==> src/rtl/spc_pkg.sv <==
// ============================================================================
// Module      : spc_pkg
// Description : Shared constants, types and operation decode for the
//               return-address stack.
// Revision    : 1.0 - initial release
// ============================================================================
`default_nettype none

package spc_pkg;

    localparam int SPC_DEPTH = 32;
    localparam int SPC_WIDTH = 19;
    localparam int SPC_PTR_W = 5;
    localparam int SPC_CNT_W = 6;

    typedef logic [SPC_PTR_W-1:0] spc_addr_t;
    typedef logic [SPC_WIDTH-1:0] spc_data_t;
    typedef logic [SPC_CNT_W-1:0] spc_cnt_t;

    localparam spc_cnt_t C_DEPTH_FULL = spc_cnt_t'(SPC_DEPTH);

    typedef enum logic [1:0] {
        SPC_OP_HOLD    = 2'd0,
        SPC_OP_PUSH    = 2'd1,
        SPC_OP_POP     = 2'd2,
        SPC_OP_REPLACE = 2'd3
    } spc_op_t;

    // A simultaneous push/pop on an empty stack has no top to replace,
    // so it degrades to a plain push.
    function automatic spc_op_t spc_decode(input logic push,
                                           input logic pop,
                                           input spc_cnt_t depth);
        spc_op_t op;
        op = SPC_OP_HOLD;
        if (push && pop && (depth != '0)) op = SPC_OP_REPLACE;
        else if (push)                    op = SPC_OP_PUSH;
        else if (pop)                     op = SPC_OP_POP;
        return op;
    endfunction

endpackage

`default_nettype wire

==> src/rtl/spc_ram.sv <==
// ============================================================================
// Module      : spc_ram
// Description : 32 x 19 storage, one synchronous write port and one
//               asynchronous read port. Contents are never reset.
// Revision    : 1.0 - initial release
// ============================================================================
`default_nettype none

module spc_ram
    import spc_pkg::*;
(
    input  logic      i_clk,
    input  logic      i_we,
    input  spc_addr_t i_waddr,
    input  spc_data_t i_wdata,
    input  spc_addr_t i_raddr,
    output spc_data_t o_rdata
);

    spc_data_t r_mem [SPC_DEPTH];

    always_ff @(posedge i_clk) begin
        if (i_we) begin
            r_mem[i_waddr] <= i_wdata;
        end
    end

    assign o_rdata = r_mem[i_raddr];

endmodule

`default_nettype wire

==> src/rtl/spc_stack.sv <==
// ============================================================================
// Module      : spc_stack
// Description : 32-entry return-address stack with pointer, depth and sticky
//               error flags. Optional macro SPC_STACK_OVF_TRAP_EN turns
//               push-when-full / pop-when-empty into trapped no-ops.
// Revision    : 1.0 - initial release
// ============================================================================
`default_nettype none

module spc_stack
    import spc_pkg::*;
(
    input  logic                 CLK,
    input  logic                 RESET,
    input  logic                 PUSH,
    input  logic                 POP,
    input  logic [SPC_WIDTH-1:0] DIN,
    input  logic                 ERR_CLR,
    output logic [SPC_WIDTH-1:0] DOUT,
    output logic [SPC_PTR_W-1:0] SPTR,
    output logic                 EMPTY,
    output logic                 FULL,
    output logic                 OVF,
    output logic                 UNF
);

    spc_addr_t r_sptr;
    spc_cnt_t  r_depth;
    logic      r_ovf;
    logic      r_unf;

    spc_op_t   w_op;
    logic      w_full;
    logic      w_empty;
    logic      w_ovf_evt;
    logic      w_unf_evt;
    logic      w_push_ok;
    logic      w_pop_ok;
    logic      w_we;
    spc_addr_t w_waddr;

    assign w_op    = spc_decode(PUSH, POP, r_depth);
    assign w_full  = (r_depth == C_DEPTH_FULL);
    assign w_empty = (r_depth == '0);

`ifdef SPC_STACK_OVF_TRAP_EN
    assign w_ovf_evt = (w_op == SPC_OP_PUSH) && w_full;
    assign w_unf_evt = (w_op == SPC_OP_POP)  && w_empty;
`else
    assign w_ovf_evt = 1'b0;
    assign w_unf_evt = 1'b0;
`endif

    assign w_push_ok = (w_op == SPC_OP_PUSH) && !w_ovf_evt;
    assign w_pop_ok  = (w_op == SPC_OP_POP)  && !w_unf_evt;

    // Writes are blocked while reset is held so a push in a reset cycle
    // leaves no trace in memory either.
    assign w_we    = (w_push_ok || (w_op == SPC_OP_REPLACE)) && !RESET;
    assign w_waddr = (w_op == SPC_OP_REPLACE) ? r_sptr : r_sptr + 5'd1;

    always_ff @(posedge CLK or posedge RESET) begin
        if (RESET) begin
            r_sptr  <= 5'h1F;
            r_depth <= '0;
            r_ovf   <= 1'b0;
            r_unf   <= 1'b0;
        end else begin
            if (w_push_ok) begin
                r_sptr <= r_sptr + 5'd1;
                if (!w_full) r_depth <= r_depth + 6'd1;
            end else if (w_pop_ok) begin
                r_sptr <= r_sptr - 5'd1;
                if (!w_empty) r_depth <= r_depth - 6'd1;
            end
            // A fresh error on the clearing edge keeps the flag set.
            r_ovf <= (r_ovf && !ERR_CLR) || w_ovf_evt;
            r_unf <= (r_unf && !ERR_CLR) || w_unf_evt;
        end
    end

    spc_ram u_ram (
        .i_clk   (CLK),
        .i_we    (w_we),
        .i_waddr (w_waddr),
        .i_wdata (DIN),
        .i_raddr (r_sptr),
        .o_rdata (DOUT)
    );

    assign SPTR  = r_sptr;
    assign EMPTY = w_empty;
    assign FULL  = w_full;
    assign OVF   = r_ovf;
    assign UNF   = r_unf;

endmodule

`default_nettype wire

==> config.mk <==
export PLATFORM = sky130hd
export DESIGN_NAME = spc_stack
export DESIGN_NICKNAME = d
export VERILOG_FILES = /design/src/rtl/spc_pkg.sv /design/src/rtl/spc_ram.sv /design/src/rtl/spc_stack.sv
export SDC_FILE = /design/constraint.sdc
export NUM_CORES = 1
export LEC_CHECK = 0
export BUFFER_PORTS_ARGS = -buffer_cell sky130_fd_sc_hd__buf_2
export CAP_MARGIN = 10
export CORE_ASPECT_RATIO = 1.2
export CORE_UTILIZATION = 40
export DETAILED_ROUTE_END_ITERATION = 16
export PLACE_DENSITY = 0.6
export SLEW_MARGIN = 20
export SYNTH_ARGS = -nofsm -noshare
export SYNTH_HDL_FRONTEND = slang
export SYNTH_SLANG_ARGS = --single-unit
==> constraint.sdc <==
create_clock -name CLK -period 3.11 [get_ports CLK]
set_input_delay 0.622 -clock CLK [delete_from_list [all_inputs] [get_ports CLK]]
set_output_delay 0.622 -clock CLK [all_outputs]
set_load 0.02 [all_outputs]
### Word level (Yosys, flattened, before mapping)

Memory sizes are Yosys's and may differ from the RTL's.
Index checks and enable logic that the tools add are counted.

* bits in registers: 13
* RAM bits: 608
* logic and storage cells: 39
* memories: 1

* $add $sub $neg: 4
* equal/unequal tests: 6
* mux-type cells: 12
* reductions and logical operators: 12

Memory list
* u_ram.r_mem: depth 32, width 19, rd ports 1, clocked after memory_dff 0, write ports 1, line spc_ram.sv:20 `spc_data_t r_mem [SPC_DEPTH];`

Operators with widths (count)
* 6-bit 2-to-1 mux: 4
* 5-bit 2-to-1 mux: 3
* 6-bit by 1-bit adder with 6-bit output, second input constant: 1
* 6-bit == test, second input constant: 1
* 6-bit logical NOT: 1
* 2-bit 2-to-1 mux: 3
* 6-bit nonzero test: 1
* 6-bit by 1-bit subtractor with 6-bit output, second input constant: 1
* 5-bit by 1-bit adder with 5-bit output, second input constant: 1
* 1-bit logical AND: 5
* 5-bit by 1-bit subtractor with 5-bit output, second input constant: 1
* 2-bit == test, second input constant: 2
* 3-bit AND reduction: 1
* 2-bit by 1-bit == test with 1-bit output, second input constant: 1
* 1-bit logical NOT: 2
* 1-bit 2-to-1 mux: 2
* 2-bit by 1-bit inequality test with 1-bit output, second input constant: 1
* 2-bit inequality test, second input constant: 1
* 2-bit nonzero test: 1
* 1-bit logical OR: 1

### Logic depth before layout (Yosys ltp)

Gate-level depths: netlist (run 1).

* word-level depth: 8
* gate-level depth with buffers: 14

### Modules after synthesis

A second synthesis (run 1) with hierarchy kept.

* cell total of the unflattened synthesis: 1419
* area, all modules: 24763.8 um^2

Modules (own cells, without submodules)
* spc_ram: instances 1, cells each 1327, area an instance 23865.4 um^2
* spc_stack: instances 1, cells each 92, area an instance 898.4 um^2

### Least setup slack after synthesis (run 1)

No wires, ideal clock.

* kind: reg-to-reg
* start point: register r_depth[1]
* end point: memory u_ram.r_mem[10][0] in the netlist's numbering, enable pin
* library setup time: 0.395 ns
* data arrival time: 3.263 ns
* data required time: 2.715 ns
* path slack: -0.548 ns
* stages on the path, launching flop included: 12
* period minus slack after synthesis: 3.658 ns
* cell sequence: dfrtp_1 -> nor4_1 -> nand2_1 -> nor2_1 -> nand2_1 -> and2_1 -> ha_1 -> clkbuf_1 -> nand4b_1 -> xnor2_1 -> nand2_1 -> nor2_1

* word-level cells in the longest chain between the ends: 8
* elaborated cells on any way between the ends: 10
* classes of those cells: eq/ne: 2; mux: 4; reduce/logical: 4

RTL lines
* start, declared: line spc_stack.sv:28 `spc_cnt_t r_depth;`
* start signal, assigned: line spc_stack.sv:71 `if (!w_full) r_depth <= r_depth + 6'd1;`
* start signal, assigned: line spc_stack.sv:74 `if (!w_empty) r_depth <= r_depth - 6'd1;`
* 6-bit nonzero test *: line spc_pkg.sv:36 `if (push && pop && (depth != '0)) op = SPC_OP_REPLACE;`
* 1-bit logical AND *: line spc_pkg.sv:36
* 2-bit 2-to-1 mux *: line spc_pkg.sv:36
* 2-bit by 1-bit == test with 1-bit output / 2-bit == test (equally long branches): line spc_stack.sv:54, spc_stack.sv:59, spc_stack.sv:60
* 1-bit logical OR: line spc_stack.sv:59 `assign w_we = (w_push_ok || (w_op == SPC_OP_REPLACE)) && !RESET;`
* 1-bit logical AND: line spc_stack.sv:59
* 1-bit 2-to-1 mux: line spc_ram.sv:23 `if (i_we) begin`
* 1-bit 2-to-1 mux (not written as such): line spc_ram.sv:24 `r_mem[i_waddr] <= i_wdata;`
* end, declared: line spc_ram.sv:20

Mark *: on every way between the ends. The rest lies on a longest branch, timed or not.

### Worst setup path after layout (run 1)

* start point: register r_sptr[0] (netlist: SPTR[0])
* end point: output DOUT[8]

* word-level cells in the longest chain between the ends: 1

RTL lines
* start, declared: line spc_stack.sv:27 `spc_addr_t r_sptr;`
* start signal, assigned: line spc_stack.sv:70 `r_sptr <= r_sptr + 5'd1;`
* start signal, assigned: line spc_stack.sv:73 `r_sptr <= r_sptr - 5'd1;`
* memory read 32 x 19 bit
* end, declared: line spc_stack.sv:19 `output logic [SPC_WIDTH-1:0] DOUT,`

Every way passes these cells.

==> metrics.cfg, run 1 <==
[status]
status=complete, but fails checks
violations=setup timing

[critical_path]
critical-path-slowest-cell=dfstp_4
start_kind=flip-flop
critPathMaxFanout=7
critPathKind=flip-flop to output pin
ff2ff_path_depth=14
critPathCaptureType=output pin
critPathArrivalTime_ns=3.21
cpPeakStageDelay_ns=0.64
path_cells=buf_12 > buf_16 > buf_12 > buf_6 > mux4_2 > mux4_2 > mux2_4 > buf_6
cp.required_ns=2.49

[logic_synthesis]
ys_ff_latch=621
synth_top_area_cell=edfxtp_1
synth_area_leaders=edfxtp_1 76%, mux4_2 18%, mux2_2 1.0%, dfrtp_1 0.83%, nor2_1 0.56%
synth_nets=1049
synthCells=1016
ys.flop_type=edfxtp_1
synth_async_sr_flop_share=0.0209
synth_cell_types=38
syn_area_sq_um=24100
synth.avg_cell_area_sq_um=23.8
yosys_warnings=0
synth_compound_area_frac=0.00523
synth-simple-area-share=0.0151
synthXorXnorAreaFrac=0.00508
synth_edf_count=608
synth.top_cell.area_share=0.756
synth_seq_area_share=0.770
synth_top_family_by_area=multiplexers
synthAdderAreaFrac=0.00497
muxShareOfSynthArea=0.187

[clock_tree]
clock_sinks=621
ctsHoldBuffers=0
insertion_delay_ns=0.61
cts_made_buffers=56
clockRootBuffer=clkbuf_16
clk_pin_slew_ns=0.07
cts_htree_levels=2
cts_tree=done
cts_buffer_depth=3

[layout]
utilization=0.500
n_antenna_cell=0
drive_gt1_frac=0.448
final_common_cell=edfxtp_1
finalNetCount=1259
syn2layout_area_growth_pct=23.4
final_cell_mix=608 x edfxtp_1, 190 x mux4_2, 64 x buf_12
fin_cells=2073
fill_cells=4716

[global_routing]
grt_pass1_wl_um=83000
overflow=0
grt_antenna_before_repair=1
track_usage=0.193
grt_pass1_vias=11700
grt_max_degree=38

[drt]
firstDrtPassIters=5
via_per_inst=5.47
totalWireLength_um=58000
drt_first_iter_violations=975
num_vias=11300
wl_per_cell_um=28.0
post-route-drc-count=0
drtAntennaViolNets=0

[die]
die_area_sq_um=61400
die_w_um=226
initial_core_util=0.405
io-pin-count=52
core_area_sq_um=59600
rows=98
die_y_um=271

[sta]
drv_slew=0
timing.final.ws_setup_ns=-0.722
fin_crit_sh=1.23
max_slew_margin=0.573
fin_crit_ns=3.83
setup_viol=19
grt_setup_unrepaired=true
fin_skew_ns=0.0148
worst_pin_slew_ns=0.639
hold_violations=0
fmax_ghz=0.261

[power_and_ir_drop]
p_seq_frac=0.370
report.power.total_w=0.0267
power_density_nw_per_um2=897
power_leakage_nw=9.60
clockPowerShare=0.274
switchingPower_w=0.00775
pwr-share-comb=0.357
p_int_w=0.0190
p_sw_frac=0.290
ir_drop_v=0.000723

[placement]
gp_congestion=0.772
hpwl_um=34800
placed_cells=1945
pre_cts_slack_ns=-0.145
io_buffers=51

[worst_hold_path]
hold_path.class=primary input to async pin

[flow_run]
cap_viol_max_count=0

## worst paths after layout
check	startpoint	endpoint	slack (ns)
setup / recovery	SPTR[0]$_DFFE_PP1P_	DOUT[8]	-0.72
hold reg to reg	OVF$_DFF_PP0_	OVF$_DFF_PP0_	0.52
setup reg to reg	r_depth[4]$_DFFE_PP0P_	u_ram.r_mem[26][13]$_DFFE_PP_	0.09
max in group asynchronous	RESET	SPTR[3]$_DFFE_PP1P_	2.67
min in group CLK	ERR_CLR	OVF$_DFF_PP0_	0.18
hold / removal	RESET	r_depth[0]$_DFFE_PP0P_	0.06
## per-stage QoR
step	area (sq um)	setup TNS [ns]	hold WS (ns)
2_1_floorplan	24500	-10.01	0.495
3_3_place_gp	27200	-4.79	0.482
3_5_place_dp	27200	-14.99	0.492
4_1_cts	29600	-13.81	0.0388
5_1_grt	29800	-14.99	0.0794
6_report	29800	-12.92	0.0593
## final cells by class
cell class | count | area, sq um | share of cell area
tap | 800 | 1000 | 0.0336
timing repair buffer | 204 | 2520 | 0.0847
clock inverter | 43 | 504 | 0.0169
multi-input combinational | 338 | 5710 | 0.191
inverter | 5 | 18.8 | 0.000630
clock buffer | 62 | 1450 | 0.0485
sequential | 621 | 18600 | 0.624
## worst max-delay path, delay by kind of cell (launching register included)
| kind | cells | cell delay [ns] |
|---|---|---|
| flops | 1 | 0.64 |
| mux | 3 | 1.29 |
| buf+inv | 5 | 0.64 |
## per-layer routing
metal / part of all wire / GRT usage
met5: 0 / 0
met4: 0.020 / 0.0494
met3: 0.042 / 0.0266
met2: 0.53 / 0.338
met1: 0.41 / 0.253
## registers in the layout, indices dropped and copies added (netlist names)
name,flops
u_ram.r_mem,608
r_depth,6
SPTR,5
OVF,1
UNF,1
## cells in the mapped netlist (2+ instances only)
master    count
a21o_1        3
a21oi_1       3
and3_1        2
buf_1         3
buf_2        10
buf_6         9
clkbuf_1     29
dfrtp_1       8
dfstp_2       5
edfxtp_1    608
ha_1          8
inv_1         5
mux2_2       22
mux4_2      190
nand2_1      23
nand3_1       2
nor2_1       36
nor2b_1       7
nor3_1        2
nor4_1        2
o21ai_0       6
o21ai_1       3
o31ai_1       3
xnor2_1      10
xor2_1        4
## timing repair
action	CTS	global route
pin swaps	2	12
buffers inserted	12	4
cloned	5	3
setup endpoints to repair	371	610
gates resized for setup	52	30
## power groups by stage
stage / registers [W] / clock network (W) / logic (W)
global route: 0.00991 / 0.00774 / 0.0101
CTS: 0.00988 / 0.00744 / 0.00947
floorplan: 0.00994 / 0 / 0.00562
finish: 0.00988 / 0.00731 / 0.00954
global placement: 0.0101 / 0 / 0.00847
detailed placement: 0.0101 / 0 / 0.00853
## cell families after synthesis
| family | count (synthesis) |
|---|---|
| AOI/OAI and AO/OA | 21 |
| buffers and inverters | 57 |
| xor gates and xnor gates | 14 |
| and+or+nand+nor | 82 |
| adders and majority gates | 9 |
| DFF | 621 |
| muxes | 212 |
Note: power is estimated with default switching activity, not from simulation.
==> inputs of run 2 (changes only) <==
- PLACE_DENSITY: 0.6 -> 0.59
==> run 2 against run 1 <==
Against the previous run:
- the run still ends with setup timing left
- final cell count barely moved
- maximum frequency rose by 0.90%
- first-iteration DRC count fell by 8.7%
- global-route usage fell by 0.30 points
==> metrics.cfg, run 2 (same netlist as run 1, synthesis figures left out) <==
[layout]
n_antenna_cell=0
seq_area_sq_um=18600
fill_cells=4766
syn2layout_area_growth_pct=23.7
largest_register=u_ram.r_mem
drive_gt1_frac=0.437
final_common_cell=edfxtp_1
fin_cells=2074
largest_register_ffs=608
multi_input_area_sq_um=5700
final_cell_mix=608 x edfxtp_1, 190 x mux4_2, 82 x buf_12
finalNetCount=1264

[global_routing]
grt_max_degree=35
grt_pass1_vias=11700
grt_antenna_before_repair=1
track_usage=0.190
grt_pass1_wl_um=81900
overflow=0

[clock_tree]
clockRootBuffer=clkbuf_16
clk_pin_slew_ns=0.06
ctsHoldBuffers=0
cts_htree_levels=2
insertion_delay_ns=0.60
cts_tree=done
cts_buffer_depth=3
clock_sinks=621
cts_made_buffers=57

[die]
rows=98
io-pin-count=52
core_area_sq_um=59600
die_y_um=271
initial_core_util=0.405
die_w_um=226
die_area_sq_um=61400

[critical_path]
critPathKind=flip-flop to output pin
critPathCaptureType=output pin
start_kind=flip-flop
cp.required_ns=2.49
critPathMaxFanout=7
critPathArrivalTime_ns=3.18
crit_path_frequent_cell=mux4_2
worst-path-buf-inv=4
critPathTopFamily=multiplexers
path_cells=buf_4 > buf_12 > buf_16 > mux4_2 > mux4_2 > mux2_4 > buf_6
critical-path-slowest-cell=dfstp_4
cpPeakStageDelay_ns=0.66

[power_and_ir_drop]
p_int_w=0.0187
clockPowerShare=0.257
p_seq_frac=0.376
power_leakage_nw=9.55
report.power.total_w=0.0264
power_density_nw_per_um2=884
pwr-share-comb=0.367
ir_drop_v=0.000482
p_sw_frac=0.292
switchingPower_w=0.00771

[sta]
fin_crit_ns=3.80
hold_violations=0
fmax_ghz=0.263
drv_slew=0
fin_skew_ns=0.0121
whs_ns=0.105
timing.final.ws_setup_ns=-0.688
grt_setup_unrepaired=true
setup_viol=19
max_slew_margin=0.576
fin_crit_sh=1.22
worst_pin_slew_ns=0.636

[drt]
post-route-drc-count=0
drt_first_iter_violations=890
drtAntennaViolNets=0
num_vias=11200
wl_per_cell_um=27.4
totalWireLength_um=56800
via_per_inst=5.40
firstDrtPassIters=5

[worst_hold_path]
hold_path.class=primary input to async pin

[placement]
gp_congestion=0.725
io_buffers=51
pre_cts_slack_ns=-0.0807
placed_cells=1940
hpwl_um=34200

[status]
status=complete, but fails checks
violations=setup timing

[flow_run]
cap_viol_max_count=0

run 2: cell types whose count changed in the layout (fill, tap and decap cells not counted), moves of 6 or more:
cell | before | now
buf_12 | 64 | 82
buf_4 | 61 | 53
clkbuf_1 | 5 | 12
bufinv_16 | 11 | 5
clkinv_2 | 14 | 8
run 2: worst paths after layout:
path	startpoint	to	slack, ns	cells after the start
max	SPTR[0]$_DFFE_PP1P_	DOUT[4]	-0.69	7
min	RESET	r_depth[1]$_DFFE_PP0P_	0.10	2
max reg2reg	r_depth[4]$_DFFE_PP0P_	u_ram.r_mem[20][18]$_DFFE_PP_	0.08	16
min reg2reg	UNF$_DFF_PP0_	UNF$_DFF_PP0_	0.51	1
max in group asynchronous	RESET	r_depth[5]$_DFFE_PP0P_	2.59	2
min in group CLK	ERR_CLR	UNF$_DFF_PP0_	0.18	2
run 2: stage by stage:
stage / utilization / area, sq um / TNS [ns]
after global routing: 0.501 / 29900 / -14.93
after detailed placement: 0.459 / 27300 / -1.95
after floorplan: - / 24500 / -10.01
after global placement: 0.459 / 27300 / -1.38
final: 0.501 / 29900 / -11.90
after CTS: 0.499 / 29700 / -12.81
run 2: routing by layer:
layer	part of all wire	vias to the layer above	track usage
met4	0.026	2	0.0628
met3	0.045	70	0.0303
li1	-	4763	-
met2	0.54	275	0.332
met1	0.39	6098	0.241
met5	0.00021	-	0
run 2: cell type report:
class / count / share of cell area
flip-flops and latches: 621 / 0.623
multi-input cells: 338 / 0.191
repair buffers: 208 / 0.0923
clock buffers: 71 / 0.0509
well taps: 800 / 0.0335
clock inverters: 31 / 0.00905
inverters: 5 / 0.000628
run 2: power by group through the flow:
stage	combinational, W	sequential, W	clock (W)
after global routing	0.0102	0.00996	0.00723
after detailed placement	0.00856	0.0101	0
after CTS	0.00976	0.00994	0.00692
after global placement	0.00852	0.0101	0
final	0.00967	0.00993	0.00679
after floorplan	0.00562	0.00994	0
run 2: what timing repair did:
action,4_1_cts,5_1_grt
setup endpoints to repair,271,424
buffers inserted,16,10
endpoints found under the hold margin,0,0
cloned,7,1
pin swaps,2,9
resized for setup,66,22
run 2: worst reg2reg max path, stage by stage, from the launching register on:
cell and delay [ns]:
dfrtp_1 0.43, nor4_4 0.34, nand2_2 0.12, nor2_4 0.14, nand2_2 0.07, and2_4 0.16, ha_4 0.18, buf_4 0.13
nor2b_1 0.10, buf_4 0.15, xnor2_2 0.09, nor2b_2 0.16, buf_4 0.16, nand2_8 0.08, nor2_4 0.14, buf_12 0.14
clkbuf_16 0.17
